## config.mk

```make
export PLATFORM = sky130hd
export DESIGN_NAME = pulse_rx
export DESIGN_NICKNAME = d
export VERILOG_FILES = /design/src/rtl/pulse_pkg.sv /design/src/rtl/sat_counter.sv /design/src/rtl/pulse_rx.sv
export SDC_FILE = /design/constraint.sdc
export NUM_CORES = 1
export LEC_CHECK = 0
export ABC_AREA = 1
export CAP_MARGIN = 20
export CORE_UTILIZATION = 48
export DETAILED_ROUTE_END_ITERATION = 8
export GPL_TIMING_DRIVEN = 0
export PLACE_DENSITY = 0.76
export SKIP_CTS_REPAIR_TIMING = 1
export SYNTH_ARGS = -nofsm -noshare
export SYNTH_HDL_FRONTEND = slang
export SYNTH_SLANG_ARGS = --single-unit
export TNS_END_PERCENT = 30
```

## constraint.sdc

```tcl
create_clock -name clock -period 1.8 [get_ports clock]
set_clock_uncertainty 0.15 [all_clocks]
set_input_delay 0.54 -clock clock [delete_from_list [all_inputs] [get_ports clock]]
set_output_delay 0.54 -clock clock [all_outputs]
set_load 0.03 [all_outputs]
```

## src/rtl/pulse_pkg.sv

```systemverilog
// pulse_pkg: shared types and constants for the pulse width receiver.
//   state_t  - receiver FSM state encoding (also exported on the debug port)
//   WIDTH_W  - width of the measured-width and error-count datapaths
package pulse_pkg;

  localparam int WIDTH_W = 8;

  typedef enum logic [1:0] {
    WAIT_LOW = 2'd0,
    IDLE     = 2'd1,
    MEASURE  = 2'd2,
    OVERRUN  = 2'd3
  } state_t;

endpackage

```

## src/rtl/sat_counter.sv

```systemverilog
// sat_counter: loadable up-counter that sticks at all-ones.
// Ports:
//   clock, reset - rising-edge clock, asynchronous active-high reset (count -> 0)
//   clr          - synchronous clear to zero (highest priority)
//   load         - synchronous load of load_val
//   load_val     - value loaded when load is high
//   inc          - increment by one, holding at all-ones
//   count        - current count
module sat_counter #(
  parameter int W = 8
) (
  input  logic         clock,
  input  logic         reset,
  input  logic         clr,
  input  logic         load,
  input  logic [W-1:0] load_val,
  input  logic         inc,
  output logic [W-1:0] count
);

  logic [W-1:0] count_q;
  logic [W-1:0] count_d;

  always_comb begin
    count_d = count_q;
    if (clr) begin
      count_d = '0;
    end else if (load) begin
      count_d = load_val;
    end else if (inc && (count_q != {W{1'b1}})) begin
      count_d = count_q + 1'b1;
    end
  end

  always_ff @(posedge clock or posedge reset) begin
    if (reset) begin
      count_q <= '0;
    end else begin
      count_q <= count_d;
    end
  end

  assign count = count_q;

endmodule

```

## src/rtl/pulse_rx.sv

```systemverilog
// pulse_rx: measures the high time of a synchronous pulse and classifies it
// against PULSE_WIDTH +/- TOLERANCE.
// Ports:
//   clock      - rising-edge clock
//   reset      - asynchronous active-high reset
//   pulse      - measured input, already synchronous to clock
//   valid      - one-cycle strobe, a measurement completed
//   width      - measured high time in cycles, saturating at 255 (held)
//   ok         - last width inside the accepted range (held)
//   err_short  - last width below the accepted range (held)
//   err_long   - last width above the accepted range (held)
//   err_count  - saturating count of rejected pulses since reset
//   state_dbg  - current FSM state, for observation only
// Handshake: valid is a pure strobe with no ready; width/ok/err_* are
// qualified by valid in the cycle it is high and then hold until the next one.
module pulse_rx
  import pulse_pkg::*;
#(
  parameter int PULSE_WIDTH = 5,
  parameter int TOLERANCE   = 0
) (
  input  logic               clock,
  input  logic               reset,
  input  logic               pulse,
  output logic               valid,
  output logic [WIDTH_W-1:0] width,
  output logic               ok,
  output logic               err_short,
  output logic               err_long,
  output logic [WIDTH_W-1:0] err_count,
  output logic [1:0]         state_dbg
);

  // Accepted range bounds; both fit in WIDTH_W bits for legal parameters.
  localparam logic [WIDTH_W:0]   HI_BOUND = (WIDTH_W+1)'(PULSE_WIDTH + TOLERANCE);
  localparam logic [WIDTH_W-1:0] LO_BOUND = WIDTH_W'(PULSE_WIDTH - TOLERANCE);

  state_t             state_q, state_d;
  logic               valid_q, valid_d;
  logic [WIDTH_W-1:0] width_q, width_d;
  logic               ok_q, ok_d;
  logic               short_q, short_d;
  logic               long_q, long_d;

  logic [WIDTH_W-1:0] cnt;
  logic               cnt_load;
  logic               cnt_inc;
  logic [WIDTH_W:0]   cnt_next;
  logic               report;
  logic               cls_short;
  logic               cls_long;
  logic               err_inc;

  // Value the counter takes on an increment, one bit wider so the
  // overrun compare cannot wrap.
  assign cnt_next = {1'b0, cnt} + 1'b1;

  assign cls_short = (cnt < LO_BOUND);
  assign cls_long  = ({1'b0, cnt} > HI_BOUND);

  always_comb begin
    state_d  = state_q;
    cnt_load = 1'b0;
    cnt_inc  = 1'b0;
    report   = 1'b0;
    unique case (state_q)
      WAIT_LOW: begin
        // A pulse already high when reset drops is never measured.
        if (!pulse) state_d = IDLE;
      end
      IDLE: begin
        if (pulse) begin
          cnt_load = 1'b1;
          state_d  = MEASURE;
        end
      end
      MEASURE: begin
        if (pulse) begin
          cnt_inc = 1'b1;
          if (cnt_next > HI_BOUND) state_d = OVERRUN;
        end else begin
          report  = 1'b1;
          state_d = IDLE;
        end
      end
      OVERRUN: begin
        if (pulse) begin
          cnt_inc = 1'b1;
        end else begin
          report  = 1'b1;
          state_d = IDLE;
        end
      end
      default: state_d = WAIT_LOW;
    endcase
  end

  // Report registers: valid strobes, the rest hold until the next report.
  always_comb begin
    valid_d = report;
    width_d = width_q;
    ok_d    = ok_q;
    short_d = short_q;
    long_d  = long_q;
    if (report) begin
      width_d = cnt;
      short_d = cls_short;
      long_d  = cls_long;
      ok_d    = !cls_short && !cls_long;
    end
  end

  assign err_inc = report && (cls_short || cls_long);

  always_ff @(posedge clock or posedge reset) begin
    if (reset) begin
      state_q <= WAIT_LOW;
      valid_q <= 1'b0;
      width_q <= '0;
      ok_q    <= 1'b0;
      short_q <= 1'b0;
      long_q  <= 1'b0;
    end else begin
      state_q <= state_d;
      valid_q <= valid_d;
      width_q <= width_d;
      ok_q    <= ok_d;
      short_q <= short_d;
      long_q  <= long_d;
    end
  end

  sat_counter #(.W(WIDTH_W)) u_width_cnt (
    .clock    (clock),
    .reset    (reset),
    .clr      (1'b0),
    .load     (cnt_load),
    .load_val (WIDTH_W'(1)),
    .inc      (cnt_inc),
    .count    (cnt)
  );

  sat_counter #(.W(WIDTH_W)) u_err_cnt (
    .clock    (clock),
    .reset    (reset),
    .clr      (1'b0),
    .load     (1'b0),
    .load_val ('0),
    .inc      (err_inc),
    .count    (err_count)
  );

  assign valid     = valid_q;
  assign width     = width_q;
  assign ok        = ok_q;
  assign err_short = short_q;
  assign err_long  = long_q;
  assign state_dbg = state_q;

  a_valid_single : assert property (@(posedge clock) disable iff (reset)
    valid_q |=> !valid_q);

  a_class_onehot : assert property (@(posedge clock) disable iff (reset)
    valid_q |-> $onehot({ok_q, short_q, long_q}));

endmodule

```

# ---- Word level (Yosys, flattened, before mapping)
# Cells that the tools add are included.
dict set report totals {
  regBits 30
  in_bits 3
  elab_cells 46
}
dict set report op_classes {
  n_reduce_logical 12
  n_addsub 3
  n_eq_ne 8
  order_cmp 3
  mux 12
}
# cell n
set op_table {}
lappend op_table {{$add 8x1->8 const B} 2}
lappend op_table {{$mux 8} 2}
lappend op_table {{$ne 8x8->1 const B} 2}
lappend op_table {{$add 8x1->9 const B} 1}
lappend op_table {{$gt 9x3->1 const B} 1}
lappend op_table {{$gt 8x3->1 const B} 1}
lappend op_table {{$lt 8x3->1 const B} 1}
lappend op_table {{$mux 2} 4}
lappend op_table {{$pmux 2 s3} 1}
lappend op_table {{$mux 1} 5}
lappend op_table {{$eq 2x2->1 const B} 2}
lappend op_table {{$logic_and 1x1->1} 4}
lappend op_table {{$ne 2x2->1 const B} 2}
lappend op_table {{$reduce_or 2->1} 2}
lappend op_table {{$ne 3x3->1 const B} 1}
lappend op_table {{$reduce_and 3->1} 1}
lappend op_table {{$eq 2x1->1 const B} 1}
lappend op_table {{$logic_not 1->1} 2}
lappend op_table {{$logic_not 2->1} 1}
lappend op_table {{$reduce_bool 2->1} 1}
lappend op_table {{$logic_or 1x1->1} 1}

# ---- Logic depth before layout (Yosys ltp)
dict set report depth {
  depth_word 6
  mapped_depth 11
}

# ---- Cells and area by module
# A second synthesis with hierarchy kept.
dict set report unflattened {
  cells_unflattened 287
  hier_area_um2 2057.0
}
# mod instances area_per_inst_um2 seq_area_each_um2 cells_per_inst
set by_module_without_submodules {}
lappend by_module_without_submodules {sat_counter 2 631.9 200.2 93}
lappend by_module_without_submodules {pulse_rx 1 793.3 350.3 101}

# ---- Least setup slack after synthesis
# Ideal clock, no wire load.
dict set report synth_path {
  path_kind {flip-flop to flip-flop}
  from {reg state_q[0] (netlist: state_dbg[0])}
  to {reg u_err_cnt.count_q[6] (netlist: u_err_cnt.count[6])}
  required_time_ns 1.529
  setup_time_ns 0.121
  synth_period_minus_slack_ns 1.914
  slack_ns -0.114
  stages_incl_launch_ff 12
  n_path_buf 0
  arrival_ns 1.643
  path_cell_list {dfrtp_1 -> inv_1 -> ha_1 -> or2_4 -> nand2_4 -> inv_2 -> o21ai_2 -> nand2_4 -> nand2_4 -> nor2_1 -> nand2_1 -> nand2_1}
}
dict set report synth_via {
  elab_chain_cells 5
}
# element line_no
set synth_rtl {}
lappend synth_rtl {{from (decl)} pulse_rx.sv:38} ;# state_t state_q, state_d;
lappend synth_rtl {{from (signal assigned)} pulse_rx.sv:124} ;# state_q <= state_d;
lappend synth_rtl {{$eq 2x2->1} pulse_rx.sv:66} ;# unique case (state_q)
lappend synth_rtl {{$reduce_or 2->1 (no source line) (*)} --}
lappend synth_rtl {{$mux 1 (*)} --}
lappend synth_rtl {{net report} pulse_rx.sv:49} ;# logic report;
lappend synth_rtl {{$logic_and 1x1->1 (*)} pulse_rx.sv:113} ;# assign err_inc = report && (cls_short || cls_long);
lappend synth_rtl {{$logic_and 1x1->1 (*)} sat_counter.sv:30} ;# end else if (inc && (count_q != {W{1'b1}})) begin
lappend synth_rtl {{to (signal assigned)} sat_counter.sv:39} ;# count_q <= count_d;
lappend synth_rtl {{to (decl)} sat_counter.sv:21} ;# logic [W-1:0] count_q;
# Mark *: on every way through the listed nets, which the timed path passes. The rest lies on a longest branch.
# A chain may end at the register's enable or synchronous reset.

# ---- Final worst setup path
dict set report layout_path {
  from {in pulse}
  to {reg u_err_cnt.count_q[6] (netlist: u_err_cnt.count[6])}
}
dict set report layout_via {
  elab_chain_cells 4
}
# element line_no
set layout_rtl {}
lappend layout_rtl {{from (decl)} pulse_rx.sv:24} ;# input logic pulse,
lappend layout_rtl {{$mux 1} {pulse_rx.sv:78, pulse_rx.sv:87}}
lappend layout_rtl {{$mux 1} --}
lappend layout_rtl {{net report} pulse_rx.sv:49}
lappend layout_rtl {{$logic_and 1x1->1} pulse_rx.sv:113}
lappend layout_rtl {{$logic_and 1x1->1} sat_counter.sv:30}
# The timed path passes the listed nets, and every way through them passes these cells.

==> metrics.cfg <==
[status]
outcome = finished clean

[cts]
h-tree-depth = 2
cts_tree = yes
clk_path_buf_depth = 2
clock_latency_ns = 0.33
numCtsBuffers = 5
cts.sinks = 30
root_buffer = clkbuf_4
cts.reportedPaths.clkPinSlew_ns = 0.10

[critical_path]
cp_common_cell = nand2_8
crit_path_end_kind = flop
critPathTopFamily = buffers and inverters
crit_fanout = 10
cp.required_ns = 1.88
slowest_delay_ns = 0.49
crit_path_top_delay_cell = clkdlybuf4s50_1
cp.buffers_inverters = 3
cp.arrival_ns = 1.86
path_class = input pin to flop
crit_chain = clkdlybuf4s50_1, inv_2, nand2_8, inv_4, nand2_2, nand2_4, nand2_8, o21ai_1, nand2_1
start_kind = input pin

[synth]
yosysWarnings = 0
syn_avg_cell_area_um2 = 8.306
synth-seq-cells = 30
synth.distinct_cells = 24
synth_nets = 210
syn_inst = 199
seq_area_frac_synth_pct = 45.42
netlist_area_mm2 = 0.001653

[floorplanning]
die_area_mm2 = 0.003682
coreArea_mm2 = 0.003153
ios = 25
die_x_um = 60.68
die_y_um = 60.68
initial_core_util_pct = 52.42
rows = 20

[timing]
tns_ns = 0
finalHoldViolations = 0
slew_headroom_pct = 61.44
rsz0062_at_grt = yes
fin_crit_sh_pct = 99.04
fmax_ghz = 0.5610
max_slew.worst_pin.slew_ns = 0.5778
final-setup-viol-count = 0
setup_ws_ns = 0.01736
min_period_ns = 1.783
maxSlewViolCount = 0

[global_routing]
grt_overflow = 0
grt_max_degree = 18
grt_pass1_vias = 1244
track_usage_pct = 20.33
grt_pass1_wl_um = 5430
antenna_found_initial = 0

[finish]
synthToLayoutAreaGrowth_pct = 26.12
seqCellArea_um2 = 754.5
multi_input_area_um2 = 837.1
design_area_mm2 = 0.002085
antenna_cells = 0
fillers = 276
finalNonFillerCells = 276
layout-drive-gt1-share_pct = 18.53
fin_nets = 242
fin_util_pct = 66.11

[power]
leakagePower_nw = 1.198
ir_drop_uv = 1126
p_per_area_mw_per_mm2 = 1807

[routing]
drt-met1-wl_um = 1555
dr_wl_met2_um = 1506
maxUsedRoutingLayer = met4
ant_nets = 0
wl_met3_um = 146
dr.pass1.iters = 4
drtIter0Drc = 63
via_count = 1382
drc = 0
via_per_inst = 5.007
wl_um = 3254
avgRoutedWirePerCell_um = 11.79

[placed_design]
numPortBuffers = 24
pre_cts_slack_ns = -0.3687
dp_hpwl_um = 2388
place_area_mm2 = 0.001983
dp.cells = 268
place.gp.congestion = 0.9753

[run]
cap_violations = 0

[min_path]
worstHoldPathType = flop to flop

## worst register-to-register path, cell delays in order, from the launching register on
cell and delay (ns):
dfrtp_2 0.45, ha_2 0.19, or2_4 0.28, nand2_8 0.10
inv_4 0.06, nand2_2 0.09, nand2_4 0.11, nand2_8 0.11
nor2_1 0.05, nand2_1 0.05, nand2_1 0.05
## cell usage after synthesis, drive strengths merged
cell type	count	area [um^2]
nand2	59	256.5
dfrtp	30	750.7
o21ai	25	155.1
inv	21	78.82
nand3	20	105.1
nor2	16	67.56
ha	8	100.1
nand4	6	37.54
xnor2	4	35.03
a21oi	2	10.01
nand3b	2	15.01
buf	1	11.26
clkbuf	1	3.750
clkinv	1	3.750
nor3	1	5.000
or2	1	8.760
xor2	1	8.760
## stage by stage
| step | total power [mW] | hold slack [ns] |
|---|---|---|
| floorplan | 2.694 | 0.3805 |
| global placement | 3.304 | 0.3144 |
| detailed placement | 3.362 | 0.3229 |
| CTS | 3.790 | 0.3438 |
| global route | 4.098 | 0.3653 |
| finish | 3.766 | 0.3347 |
## report_power, final
group | leakage [nW] | switching, mW | internal, mW
logic | 0.779 | 1.37 | 0.772
registers | 0.384 | 0.251 | 0.955
clock network | 0.0353 | 0.230 | 0.189
## kinds of logic after synthesis
family                   share of synthesized area, %
flip-flops                                      45.42
buffers and inverters                           5.904
AO/OA/AOI/OAI                                   9.993
AND/OR/NAND/NOR                                 29.98
adder cells (fa/ha/maj)                         6.056
XOR/XNOR                                        2.649
## sequential cells by signal (all words and copies together), names as in the netlist
register / cells
width: 8
err_long: 1
u_err_cnt.count: 8
u_width_cnt.count: 8
valid: 1
err_short: 1
state_dbg: 2
ok: 1
## cell type report
type	count	area share, %
tap	44	2.641
multi-input combinational	145	40.16
inverter	22	4.082
clock buffer	7	2.641
timing repair buffer	25	13.33
sequential	30	36.19
buffer	2	0.7203
clock inverter	1	0.2401
## cell usage in the layout (no fill, tap or decap)
| master | instances |
|---|---|
| o21ai_2 | 7 |
| buf_16 | 1 |
| inv_1 | 16 |
| or2_4 | 1 |
| nand3_1 | 19 |
| nor2_1 | 15 |
| nand2_1 | 53 |
| clkinv_1 | 1 |
| clkinv_2 | 1 |
| dfrtp_1 | 27 |
| xnor2_1 | 4 |
| clkbuf_1 | 2 |
| nor2_4 | 1 |
| clkdlybuf4s50_1 | 2 |
| inv_2 | 4 |
| o21ai_4 | 1 |
| clkbuf_4 | 5 |
| ha_1 | 5 |
| nand2_8 | 2 |
| clkbuf_8 | 1 |
| xor2_1 | 1 |
| nand2_4 | 2 |
| o21ai_0 | 16 |
| o21ai_1 | 1 |
| dfrtp_2 | 3 |
| nor3_1 | 1 |
| nand2_2 | 2 |
| dlymetal6s2s_1 | 16 |
| clkbuf_2 | 6 |
| nand3_2 | 1 |
| inv_4 | 1 |
| ha_2 | 3 |
| a21oi_1 | 2 |
| buf_6 | 1 |
| nand3b_1 | 2 |
| nand4_1 | 6 |
## per-layer routing
| metal | vias up | GRT usage (%) |
|---|---|---|
| met4 | 0 | 7.792 |
| met5 | - | 0 |
| met2 | 31 | 31.71 |
| met1 | 630 | 26.93 |
| li1 | 716 | - |
| met3 | 5 | 5.757 |
## worst paths after layout
| check | startpoint | slack (ns) | to | cells after the start |
|---|---|---|---|---|
| worst max-delay path | pulse | 0.02 | u_err_cnt.count[6] | 9 |
| worst min-delay path | width[6] | 0.33 | width[6] | 2 |
| worst max register to register | state_dbg[0] | 0.02 | u_err_cnt.count[6] | 10 |
| worst min register to register | width[6] | 0.33 | width[6] | 2 |
| max in group asynchronous | reset | 0.60 | state_dbg[1] | 3 |
| min in group asynchronous | reset | 0.41 | width[4] | 2 |
(Power assumes the default switching activity.)
==> edit 1 (same flow settings) <==
Register the output `err_count`, cleared by the reset; this adds one clock of latency there. The other outputs are not delayed to match.
--- a/src/rtl/pulse_rx.sv
+++ b/src/rtl/pulse_rx.sv
@@ -34,6 +34,8 @@
   // Accepted range bounds; both fit in WIDTH_W bits for legal parameters.
   localparam logic [WIDTH_W:0]   HI_BOUND = (WIDTH_W+1)'(PULSE_WIDTH + TOLERANCE);
   localparam logic [WIDTH_W-1:0] LO_BOUND = WIDTH_W'(PULSE_WIDTH - TOLERANCE);
+
+  logic [WIDTH_W-1:0] err_count_d;
 
   state_t             state_q, state_d;
   logic               valid_q, valid_d;
@@ -147,7 +149,7 @@
     .load     (1'b0),
     .load_val ('0),
     .inc      (err_inc),
-    .count    (err_count)
+    .count    (err_count_d)
   );
 
   assign valid     = valid_q;
@@ -163,5 +165,13 @@
   a_class_onehot : assert property (@(posedge clock) disable iff (reset)
     valid_q |-> $onehot({ok_q, short_q, long_q}));
 
+  always_ff @(posedge clock or posedge reset) begin
+    if (reset) begin
+      err_count <= '0;
+    end else begin
+      err_count <= err_count_d;
+    end
+  end
+
 endmodule
 
Formal check against the unedited RTL: not equivalent (Yosys sat finds a counterexample within 4 cycles, from zero or initial values and one cycle with reset high).
==> edit 1 against the original RTL <==
- setup slack improved by 0.00053 ns
- sequential power rose by 24%
- non-clock buffer count rose by 8
- fmax barely moved
- sequential share of layout area rose by 3.2 points
- synthesized area rose by 11%
- sequential cell count rose by 8
- hold slack got worse by 0.075 ns
- power rose by 23%
- cell area rose by 16%
- wire length rose by 8.6%
- largest power group unchanged
==> edit 1: results (changes against the original RTL) <==
Placed design
  – Pre-CTS WS: -0.3881 ns (was -0.3687 ns)
  – Placed Area: 2156 um^2 (was 1983 um^2)
  – Port Buffer Count: 24 (unchanged)
  – Post-DP HPWL: 2281 um (was 2388 um)
  – RePlAce Congestion: 0.7832 (was 0.9753)

Cells and area
  – Antenna cells: 0 (unchanged)
  – Multi-input gate area: 855.8 um^2 (was 837.1 um^2)
  – # nets final: 254 (was 242)
  – Fill cells: 289 (was 276)
  – Layout cells sized above 1: 0.2346 (was 0.1853)

Yosys
  – Synth top cells by count: nand2_1, dfrtp_1, inv_1 (unchanged)
  – Syn_nets: 214 (was 210)
  – Ys Warns: 0 (unchanged)
  – Synth top area cells: dfrtp_1, nand2_1, ha_1 (unchanged)
  – Ys async rst share: 1.000 (unchanged)
  – Register area share after synthesis: 0.5167 (was 0.4542)
  – Synth unique cells: 23 (was 24)

Clocking
  – Worst-skew pair later-pin latency: 0.29 ns (was 0.33 ns)
  – TritonCTS Buffers: 5 (unchanged)
  – Clock buffer depth: 2 (unchanged)
  – Worst-path clk slew: 0.07 ns (was 0.10 ns)
  – Root Buffer: clkbuf_8 (was clkbuf_4)
  – Max H-tree Level: 2 (unchanged)

Setup path
  – Largest stage delay, worst path: 0.44 ns (was 0.49 ns)
  – Worst EP arrival: 1.82 ns (was 1.86 ns)
  – Max FO, Critical Path: 10 (unchanged)
  – Slowest-stage cell, CP: dfrtp_2 (was clkdlybuf4s50_1)
  – Cell family with most CP delay: simple AND/OR/NAND/NOR gates (was buffers and inverters)

Global route
  – First-pass GRT wire length: 5837 um (was 5430 um)
  – Initial antenna violation count: 0 (unchanged)
  – GRT Overall Usage: 0.1889 (was 0.2033)
  – Largest net degree at the start of global routing: 39 (was 18)
  – Vias in the first global route: 1238 (was 1244)

Routing
  – Iteration-0 DRC Markers: 100 (was 63)
  – Routed WL: 3535 um (was 3254 um)
  – Via Count: 1455 (was 1382)
  – First-pass detailed-route iteration total: 4 (unchanged)

Pwr
  – Leak Pwr: 1.418 nW (was 1.198 nW)
  – VDD IR max: 1108 uV (was 1126 uV)

STA
  – Worst-Margin Slew: 0.7494 ns (was 0.5778 ns)

Outcome
  – Status: finished, final reports clean (unchanged)

Min path
  – Worst min-delay path class: reg2reg (unchanged)
[edit 1: cell types whose count changed in the layout (fill, tap and decap cells not counted), sizes merged, moves of 2 or more]
cell          unedited run  this run
buf                      2        10
clkbuf                  14         6
dfrtp                   30        38
dlymetal6s2s            16        23
nor2                    16        13
xor2                     1         4
a21oi                    2         0
inv                     21        23
nand3                   20        18
nand4                    6         8
[edit 1: through the flow]
stage / instances / hold slack [ns] / setup TNS (ns)
5_1_grt: 291 / 0.3008 / -0.3045
6_report: 291 / 0.2595 / 0
3_3_place_gp: 275 / 0.2527 / -29.89
2_1_floorplan: 203 / 0.2241 / 0
3_5_place_dp: 275 / 0.2402 / -8.672
4_1_cts: 282 / 0.2679 / -6.129
[edit 1: final cells by class]
class,count,area share
plain buffers,2,0.006708
clock buffers,5,0.02838
clock inverters,2,0.004128
inverters,23,0.03870
multi-input cells,140,0.3529
flip-flops and latches,38,0.3937
well taps,48,0.02477
repair buffers,33,0.1507
[edit 1: layer usage]
layer / vias up / part of all wire / track usage
met5: - / 0 / 0
met4: 0 / 0.017 / 0.09091
met3: 7 / 0.051 / 0.06429
met2: 33 / 0.45 / 0.2580
met1: 676 / 0.48 / 0.2657
li1: 739 / - / -
[edit 1: path summary, 6_finish.rpt]
kind,from,end,slack [ns],cells after the start
worst max-delay path,state_dbg[0],u_width_cnt.count[1],0.02,8
worst min-delay path,u_err_cnt.count[2],err_count[2],0.26,0
worst max register to register,state_dbg[0],u_width_cnt.count[1],0.02,8
worst min register to register,u_err_cnt.count[2],err_count[2],0.26,0
max in group asynchronous,reset,u_width_cnt.count[0],0.41,2
min in group asynchronous,reset,u_width_cnt.count[7],0.56,2
[edit 1: logic make-up (layout without fill, tap and decap cells)]
group                      after synthesis  count (layout)  synth area share
adders and majority gates                8               8           0.05439
buffers and inverters                   25              65           0.05506
DFF                                     38              38            0.5167
xor gates and xnor gates                 7               7           0.03331
AOI/OAI and AO/OA                       25              25           0.08770
and+or+nand+nor                        100             100            0.2529
[edit 1: where the power goes]
| group | internal [mW] | switching [mW] | total, mW |
|---|---|---|---|
| clock | 0.260 | 0.289 | 0.549 |
| combinational | 1.05 | 1.54 | 2.58 |
| sequential | 1.21 | 0.283 | 1.50 |
[edit 1: worst register-to-register path: cells and delay by family (launching register included)]
family / cells / cell delay (ns)
adder cells (fa/ha/maj): 1 / 0.18
flip-flops: 1 / 0.44
AO/OA/AOI/OAI: 1 / 0.06
AND/OR/NAND/NOR: 4 / 0.52
buffers and inverters: 2 / 0.33
==> edit 2 (config.mk and constraints unchanged) <==
Without the edit above. Change the package constant `WIDTH_W` from 8 to 7.
--- a/src/rtl/pulse_pkg.sv
+++ b/src/rtl/pulse_pkg.sv
@@ -3,7 +3,7 @@
 //   WIDTH_W  - width of the measured-width and error-count datapaths
 package pulse_pkg;
 
-  localparam int WIDTH_W = 8;
+  localparam int WIDTH_W = 7;
 
   typedef enum logic [1:0] {
     WAIT_LOW = 2'd0,
Interface: changed (resized err_count and width); port bits go from 25 to 23. The function was not compared with the original's and may differ.
==> edit 2 against the original RTL <==
- count of clock-buffer cells in the layout decreased by 4
- sequential cell count decreased by 3
- wire length decreased by 8.6%
- die area decreased by 6.3%
- synthesized cell count decreased by 5.5%
- register-to-register slack improved by 0.09 ns
- non-clock buffer count decreased by 1
- synthesized area decreased by 6.5%
- combinational power decreased by 25%
- cell area decreased by 9.4%
- setup slack improved by 0.043 ns
- sequential share of layout area decreased by 0.30 points
- power decreased by 23%
- critical path type is now reg2out
==> edit 2: results (changes against the original RTL) <==
Setup path
  – Largest stage delay, worst path: 0.42 ns (was 0.49 ns)
  – Cell family with most CP delay: flip-flops (was buffers and inverters)
  – Critical path launch point: u_err_cnt.count[5] (was pulse)
  – CP endpoint: err_count[5] (was u_err_cnt.count[6])
  – Worst R2R Path Depth: 8 (was 10)
  – Worst Setup Start Kind: flop (was input port)
  – Worst reg2reg setup slack: 0.11 ns (was 0.02 ns)
  – Max FO, Critical Path: 4 (was 10)
  – Slowest-stage cell, CP: dfrtp_1 (was clkdlybuf4s50_1)
  – Reg2reg end: u_err_cnt.count[2] (was u_err_cnt.count[6])
  – Worst EP arrival: 1.05 ns (was 1.86 ns)
  – Reg2Reg Launch Point: state_dbg[0] (unchanged)

Cells and area
  – # nets final: 227 (was 242)
  – Fill cells: 285 (was 276)
  – Layout cells sized above 1: 0.1860 (was 0.1853)
  – Antenna cells: 0 (unchanged)

Pwr
  – Leak Pwr: 1.104 nW (was 1.198 nW)
  – VDD IR max: 604.6 uV (was 1126 uV)

Yosys
  – Register area share after synthesis: 0.4372 (was 0.4542)
  – Post-synth EDFFs: 0 (unchanged)
  – Ys Warns: 0 (unchanged)
  – Synth top area cells: dfrtp_1, nand2_1, ha_1 (unchanged)
  – Ys async rst share: 1.000 (unchanged)
  – Syn_nets: 199 (was 210)
  – Synth unique cells: 22 (was 24)
  – Synth top cells by count: nand2_1, dfrtp_1, nand3_1 (was nand2_1, dfrtp_1, inv_1)

Min path
  – Hold_sp: width[5] (was width[6])
  – Worst min-delay path class: reg2reg (unchanged)

Global route
  – First-pass GRT wire length: 4919 um (was 5430 um)
  – GRT Overall Usage: 0.1862 (was 0.2033)
  – Vias in the first global route: 1131 (was 1244)
  – Initial antenna violation count: 0 (unchanged)
  – Largest net degree at the start of global routing: 28 (was 18)

Clocking
  – Worst-path clk slew: 0.14 ns (was 0.10 ns)
  – Max H-tree Level: 1 (was 2)
  – Worst-skew pair later-pin latency: 0.32 ns
  – Clock buffer depth: 2 (unchanged)
  – Root Buffer: clkbuf_4 (unchanged)
  – TritonCTS Buffers: 3 (was 5)

Placed design
  – RePlAce Congestion: 0.8496 (was 0.9753)
  – Post-DP HPWL: 2101 um (was 2388 um)
  – Port Buffer Count: 22 (was 24)

Routing
  – WL/cell: 11.49 um (was 11.79 um)
  – First-pass detailed-route iteration total: 4 (unchanged)
  – Via Count: 1281 (was 1382)
  – Iteration-0 DRC Markers: 48 (was 63)

STA
  – Worst-Margin Slew: 0.5726 ns (was 0.5778 ns)

Outcome
  – Status: finished, final reports clean (unchanged)
[edit 2: kinds of logic (layout without fill, tap and decap cells)]
| group | Yosys count | in the layout | share of synthesized area |
|---|---|---|---|
| DFF | 27 | 27 | 0.4372 |
| AOI/OAI and AO/OA | 23 | 23 | 0.08746 |
| adders and majority gates | 8 | 8 | 0.06478 |
| xor gates and xnor gates | 5 | 5 | 0.02834 |
| buffers and inverters | 24 | 51 | 0.07287 |
| and+or+nand+nor | 101 | 101 | 0.3093 |
[edit 2: final cells by class]
type,instances,share of cell area
Buffer,3,0.01788
Sequential cell,27,0.3589
Clock inverter,1,0.002649
Multi-Input combinational cell,137,0.4132
Clock buffer,3,0.01192
Tap cell,44,0.02914
Inverter,21,0.04172
Timing Repair Buffer,23,0.1245
[edit 2: per-stage QoR]
step / std cells / worst slack, ns / hold slack, ns / cell area, um^2 / power, mW
2_1_floorplan: 188 / 0.06273 / 0.4288 / 1545 / 2.174
3_3_place_gp: 254 / -0.2981 / 0.3149 / 1821 / 2.684
3_5_place_dp: 254 / -0.2983 / 0.3227 / 1821 / 2.712
4_1_cts: 258 / -0.3862 / 0.3568 / 1848 / 2.973
5_1_grt: 259 / -0.001345 / 0.3761 / 1889 / 3.152
6_report: 259 / 0.06016 / 0.3458 / 1889 / 2.905
[edit 2: where the power goes]
part           total, mW  internal, mW  switching (mW)  leakage, nW
Clock              0.258        0.0831           0.174       0.0177
Combinational       1.61         0.587            1.02        0.737
Sequential          1.04         0.816           0.220        0.350
[edit 2: worst min-delay path by stage]
stage | end | slack, ns | cells after the start
2_1_floorplan | width[6] | 0.43 | 2
3_3_place_gp | width[5] | 0.31 | 2
3_5_place_dp | width[3] | 0.32 | 2
4_1_cts | width[5] | 0.36 | 2
5_1_grt | width[3] | 0.38 | 2
6_report | width[5] | 0.35 | 2
[edit 2: per-layer routing]
layer  global-route usage  vias to the layer above  wire (um)
met5                    0                        -          0
met4              0.05442                        0         18
met3              0.02857                        2        104
met1               0.2620                      588       1438
li1                     -                      664          -
met2               0.2971                       27       1414
